`src/rtl/vec_store_seq.sv`:
```
// Drains up to ELEMS_PER_REG*LMUL elements from vector registers into packed 32-bit store words.
// Latency: two cycles per element (RD, CAP) plus one OUT cycle per word when st_ready is held high.
// Backpressure: OUT holds st_valid/st_data/st_strb stable until st_ready; no reads are issued while stalled.
module vec_store_seq #(
    parameter int ELEMS_PER_REG = 8
) (
    input  logic        clk,
    input  logic        nrst,
    input  logic        start,
    input  logic [4:0]  vs3,
    input  logic [2:0]  lmul,
    input  logic [2:0]  vsew,
    input  logic [31:0] vl,
    output logic        busy,
    output logic        rf_re,
    output logic [7:0]  rf_addr,
    input  logic [31:0] rf_rdata,
    output logic        st_valid,
    output logic [31:0] st_data,
    output logic [3:0]  st_strb,
    input  logic        st_ready,
    output logic        w_done,
    output logic        err
);

    typedef enum logic [2:0] {
        IDLE = 3'd0,
        RD   = 3'd1,
        CAP  = 3'd2,
        OUT  = 3'd3,
        DONE = 3'd4
    } state_t;

    state_t state, state_nxt;

    logic [4:0]  vs3_q;
    logic [1:0]  vsew_q;
    logic [31:0] n_q;
    logic [31:0] e_q;
    logic [31:0] word_q;
    logic [3:0]  strb_q;
    logic        err_q;

    logic        cfg_ok;
    logic [31:0] max_elems;
    logic [31:0] n_calc;
    logic        word_full;
    logic        last_elem;
    logic [4:0]  vreg_sel;
    logic [2:0]  slot_sel;

    // Decode the start request: legality of LMUL/SEW/alignment and the clamped element count
    always_comb begin
        cfg_ok = 1'b0;
        if (!lmul[2] && (vsew == 3'b000 || vsew == 3'b001 || vsew == 3'b010)) begin
            case (lmul[1:0])
                2'b00:   cfg_ok = 1'b1;
                2'b01:   cfg_ok = (vs3[0] == 1'b0);
                2'b10:   cfg_ok = (vs3[1:0] == 2'b00);
                default: cfg_ok = (vs3[2:0] == 3'b000);
            endcase
        end
        max_elems = 32'(ELEMS_PER_REG) << lmul[1:0];
        n_calc    = (vl < max_elems) ? vl : max_elems;
    end

    // A word is full once the top lane for the current element width has been written
    always_comb begin
        case (vsew_q)
            2'b00:   word_full = (e_q[1:0] == 2'b11);
            2'b01:   word_full = e_q[0];
            default: word_full = 1'b1;
        endcase
        last_elem = ((e_q + 32'd1) == n_q);
        vreg_sel  = vs3_q + 5'(e_q / 32'(ELEMS_PER_REG));
        slot_sel  = 3'(e_q % 32'(ELEMS_PER_REG));
    end

    // State register
    always_ff @(posedge clk or negedge nrst) begin
        if (!nrst) state <= IDLE;
        else       state <= state_nxt;
    end

    // Next-state and state-decoded outputs
    always_comb begin
        state_nxt = state;
        busy      = 1'b0;
        rf_re     = 1'b0;
        rf_addr   = 8'd0;
        st_valid  = 1'b0;
        w_done    = 1'b0;
        case (state)
            IDLE: begin
                if (start && cfg_ok) state_nxt = (n_calc == 32'd0) ? DONE : RD;
            end
            RD: begin
                busy      = 1'b1;
                rf_re     = 1'b1;
                rf_addr   = {vreg_sel, slot_sel};
                state_nxt = CAP;
            end
            CAP: begin
                busy      = 1'b1;
                state_nxt = (word_full || last_elem) ? OUT : RD;
            end
            OUT: begin
                busy     = 1'b1;
                st_valid = 1'b1;
                if (st_ready) state_nxt = (e_q < n_q) ? RD : DONE;
            end
            DONE: begin
                w_done    = 1'b1;
                state_nxt = IDLE;
            end
            default: state_nxt = IDLE;
        endcase
    end

    // Request latching, element counter and store-word assembly
    always_ff @(posedge clk or negedge nrst) begin
        if (!nrst) begin
            vs3_q  <= 5'd0;
            vsew_q <= 2'd0;
            n_q    <= 32'd0;
            e_q    <= 32'd0;
            word_q <= 32'd0;
            strb_q <= 4'd0;
            err_q  <= 1'b0;
        end else begin
            err_q <= (state == IDLE) && start && !cfg_ok;
            case (state)
                IDLE: begin
                    if (start && cfg_ok) begin
                        vs3_q  <= vs3;
                        vsew_q <= vsew[1:0];
                        n_q    <= n_calc;
                        e_q    <= 32'd0;
                        word_q <= 32'd0;
                        strb_q <= 4'd0;
                    end
                end
                CAP: begin
                    case (vsew_q)
                        2'b00: begin
                            word_q[{e_q[1:0], 3'b000} +: 8] <= rf_rdata[7:0];
                            strb_q[e_q[1:0]]                <= 1'b1;
                        end
                        2'b01: begin
                            word_q[{e_q[0], 4'b0000} +: 16] <= rf_rdata[15:0];
                            strb_q[{e_q[0], 1'b0} +: 2]     <= 2'b11;
                        end
                        default: begin
                            word_q <= rf_rdata;
                            strb_q <= 4'hF;
                        end
                    endcase
                    e_q <= e_q + 32'd1;
                end
                OUT: begin
                    if (st_ready) begin
                        word_q <= 32'd0;
                        strb_q <= 4'd0;
                    end
                end
                default: ;
            endcase
        end
    end

    assign st_data = word_q;
    assign st_strb = strb_q;
    assign err     = err_q;

endmodule

```
`config.mk`:
```
export PLATFORM = sky130hd
export DESIGN_NAME = vec_store_seq
export DESIGN_NICKNAME = d
export VERILOG_FILES = /design/src/rtl/vec_store_seq.sv
export SDC_FILE = /design/constraint.sdc
export NUM_CORES = 1
export LEC_CHECK = 0
export CORE_ASPECT_RATIO = 0.8
export CORE_UTILIZATION = 44
export DETAILED_ROUTE_END_ITERATION = 8
export PLACE_DENSITY_LB_ADDON = 0.12
export REMOVE_ABC_BUFFERS = 1
export SETUP_SLACK_MARGIN = 0.1
export SLEW_MARGIN = 20
export SYNTH_ARGS = -nofsm -noshare
export SYNTH_HDL_FRONTEND = slang
export SYNTH_SLANG_ARGS = --single-unit
```
`constraint.sdc`:
```
create_clock -name clk -period 3.2 [get_ports clk]
set_input_delay 0.64 -clock clk [delete_from_list [all_inputs] [get_ports clk]]
set_output_delay 0.64 -clock clk [all_outputs]
set_load 0.05 [all_outputs]
```
==> out/summary.md <==
The routed layout has 6580 vias. Summed over all failing endpoints, the final setup total negative slack is 0 ns. The setup path with the least slack is of type flop to output port.

The run gives 0 as the final max-slew violation count. Part of the power in registers: 28.6%. Number of antenna diodes: 0. The clock period could shrink to 3.02 ns. Detailed placement finished with a half-perimeter wire length of 15400 um. For the total clock sinks, the log shows 111. Clock latency on the worst-skew pair, taken at its later pin, is 0.35 ns. The number of different library cells used by synthesis comes to 66. The fraction of registers with async set/reset works out to 100%. The kind of capture point of the worst setup path is an output port.

The run gives 2.56 ns as the critical path required time. The logs give 9060 sq um for the area of placed instances and 6329 for the via count of the first global-routing pass. After detailed routing, the number of vias per cell comes to 5.60.

The part of the cycle the worst path needs was 94.2%; the relative slew slack was 45.2%. For this run, design rule violations remaining after detail routing come to 0. In the post-synthesis netlist, the biggest area contributors are dfrtp_1 (37%), ha_1 (8.0%), o21ai_0 (4.6%), xnor2_1 (4.5%), a21oi_1 (3.2%). The tools report the internal power of the cells as 3.75 mW.

The analysis attributes to cell leakage a power of 4.06 nW. The maximum fanout count along the critical path was 7; the count of buffers from port buffering was 127. Power spread over the standard cell area amounts to 760 nW/um^2. By area, the combinational part of the netlist is dominated by compound AO/OA/AOI/OAI gates. The total overflow left after global routing is 0. The flow ran to the end, and the final reports show no timing, DRC or antenna violations.

Overall routing resource usage: 24.8%. The die boundary width is 148 um, and the number of ports placed on the die boundary is 128. The number of antenna violations at the first check in global routing was 0.

The transition time of the tightest slew-check pin was 0.818 ns. The largest total area in the synthesized netlist belongs to dfrtp_1. In this run the mean area of a mapped cell was 9.02 sq um.

The maximum number of pins on one net before global-route repair is 54. The maximum count of clock buffers along a single path is 2. For the hold violation count in the final report, the log shows 0. The share of synthesized area in the top cell type comes to 37.2%. Worst min-delay path class: input port to async pin.

The analysis attributes to net switching a power of 3.34 mW. The arithmetic-cell share of the synthesized area counting full adders, half adders and majority gates was 8.30%. Of the cells placed in the final design, the portion with a size suffix greater than 1 is 7.76%. The initialized floorplan defines 42 standard-cell rows. Summing every instance area after synthesis gives 7470 sq um. The synthesis-to-layout area growth was 24.7%; the multiplexer share of the synthesized area was 2.80%. Counting every instance in the synthesized netlist gives 829. The final layout net count came out at 1077. The number of design-rule violations left by the first detailed-router iteration came out at 440. Last weighted congestion value of the routability-driven placer: 0.858. The average wire length per cell after detail routing was 17.7 um. The clock network accounts for 15.0% of the total power.

Setup repair after global routing left no endpoint under its margin. In this run the clock root is driven by a clkbuf_16. The number of flops mapped to enable cells by yosys was 0. TritonCTS built the clock tree. Once detail routing completed, the nets flagged for antenna violations numbered 0. The total detailed-routing wirelength was 20800 um; the data arrival time at the worst-slack endpoint was 2.38 ns. Net switching is 47.1% of the power. The initial core utilization was 45.2%. The synthesized netlist devotes 6.33% of its cell area to XOR and XNOR gates. The post-synthesis sequential area ratio was 37.2%. The cell with the most instances after synthesis was dfrtp_1. The floorplan step defined a core boundary enclosing 16600 sq um. Setup violations remaining at the end of the flow were counted as 0. The synthesized netlist devotes 20.2% of its cell area to simple gates. The die area is 17500 sq um.

The post-synthesis register bit count is 111, and the worst IR drop on VDD is 0.359 mV. The most instantiated flip-flop cell in the synthesis netlist was dfrtp_1. Based on the critical path, the design can be clocked at up to 332 MHz.

The total of max-cap violations came out at 0. The warning count from the yosys run was 0. STA classifies the critical path startpoint as a flop. The combinational share of power was 56.4%; the compound-cell area share of the yosys netlist was 20.5%.

The number of buffers inserted to repair setup after CTS was 0; the vertical die dimension was 119 um. Counting the buffers created by CTS gives 9. The H-tree generated during clock tree synthesis spans 3 levels. Sorting the synthesized cells by how often they occur yields dfrtp_1 (111), o21ai_0 (68), nor2_1 (59).

Final hold analysis gives a worst-case slack of 0.238 ns. The first-pass GRT wire length was 34100 um. The first detailed-routing pass took 5 iterations. The run gives 0.00659 ns as the worst clock skew on the final layout. Clock-pin slew was measured on the worst setup and hold paths at 0.07 ns.

The post-route cell area is 9320 sq um.
## routing by layer
| layer | track usage, % | vias to the layer above | part of all wire [%] |
|---|---|---|---|
| met5 | 0 | - | 0 |
| met4 | 6.64 | 0 | 1.6 |
| met3 | 3.94 | 22 | 5.9 |
| met2 | 36.1 | 189 | 42 |
| met1 | 37.8 | 3129 | 50 |
| li1 | - | 3240 | - |
## sequential cells by signal (all words and copies together), names as in the netlist
signal	count
e_q	32
n_q	32
st_data	32
vs3_q	5
st_strb	4
state	3
vsew_q	2
err	1
## critical path: stages, from the launching register on
cell	delay (ns)
dfrtp_1	0.47
nand2b_1	0.20
or2_2	0.39
nor2_1	0.14
clkdlybuf4s50_1	0.82
## metrics by stage
stage	total power [mW]	utilization [%]	instances	worst slack (ns)
global placement	6.03	54.7	1158	-0.0273
floorplan	4.54	-	787	-0.0553
detailed placement	6.06	54.7	1158	-0.0588
global route	7.55	56.3	1174	0.101
CTS	7.13	56.3	1174	0.181
finish	7.09	56.3	1174	0.185
## cell usage in the layout, fill, tap and decap left out, drive strengths merged, types with 4 or more instances in the layout
cell           Yosys  final
a211oi             5      5
a21o              10     10
a21oi             48     48
a222oi             7      7
a22o               8      8
a22oi             14     14
a31oi              8      8
and2              37     37
and3              10     10
and4               4      4
buf               12     28
clkbuf            30     13
clkdlybuf4s50      0    120
dfrtp            111    111
ha                48     48
inv               47     47
mux2              15     15
mux2i              4      4
nand2             53     53
nand2b             7      7
nand3             22     22
nand4             18     18
nor2              61     61
nor2b             16     16
nor3              16     16
nor3b              5      5
nor4              15     15
o211ai             4      4
o21a               4      4
o21ai             70     70
o2bb2ai           15     15
o31ai             22     22
xnor2             38     38
xor2              16     16
## power by group through the flow
stage          logic (mW)  clock network [mW]  registers (mW)
2_1_floorplan        1.94                   0            2.60
4_1_cts              4.01                1.10            2.02
6_report             4.00                1.06            2.03
3_3_place_gp         3.98                   0            2.05
5_1_grt              4.32                1.15            2.08
3_5_place_dp         4.01                   0            2.05
## kinds of logic after synthesis
| logic type | Yosys count |
|---|---|
| xor+xnor | 54 |
| mux | 19 |
| fa+ha+maj | 49 |
| compound gates | 235 |
| buf+inv | 89 |
| flops | 111 |
| simple gates | 272 |
## repair_timing
item | 4_1_cts | 5_1_grt
setup endpoints to repair | 3 | 1
hold buffers | 0 | 0
endpoints found under the hold margin | 0 | 0
gates resized for setup | 3 | 1
gates cloned | 0 | 0
## cell type report
class	instances	area (sq um)
Clock inverter	3	18.8
Inverter	47	176
Multi-Input combinational cell	629	4350
Clock buffer	13	250
Sequential cell	111	2780
Timing Repair Buffer	151	1480
Tap cell	220	275
Fill cell	1524	7230
## path summary, 6_finish.rpt
check	depth (start not counted)	slack, ns	endpoint	start
setup / recovery	4	0.18	rf_addr[0]	state[1]
hold / removal	1	0.24	vs3_q[4]	nrst
setup reg to reg	10	0.29	state[1]	e_q[1]
hold reg to reg	1	0.49	n_q[26]	n_q[26]
max in group asynchronous	2	2.15	vsew_q[1]	nrst
min in group clk	1	0.49	n_q[26]	n_q[26]
No activity file was read; power rests on OpenSTA's default activity.
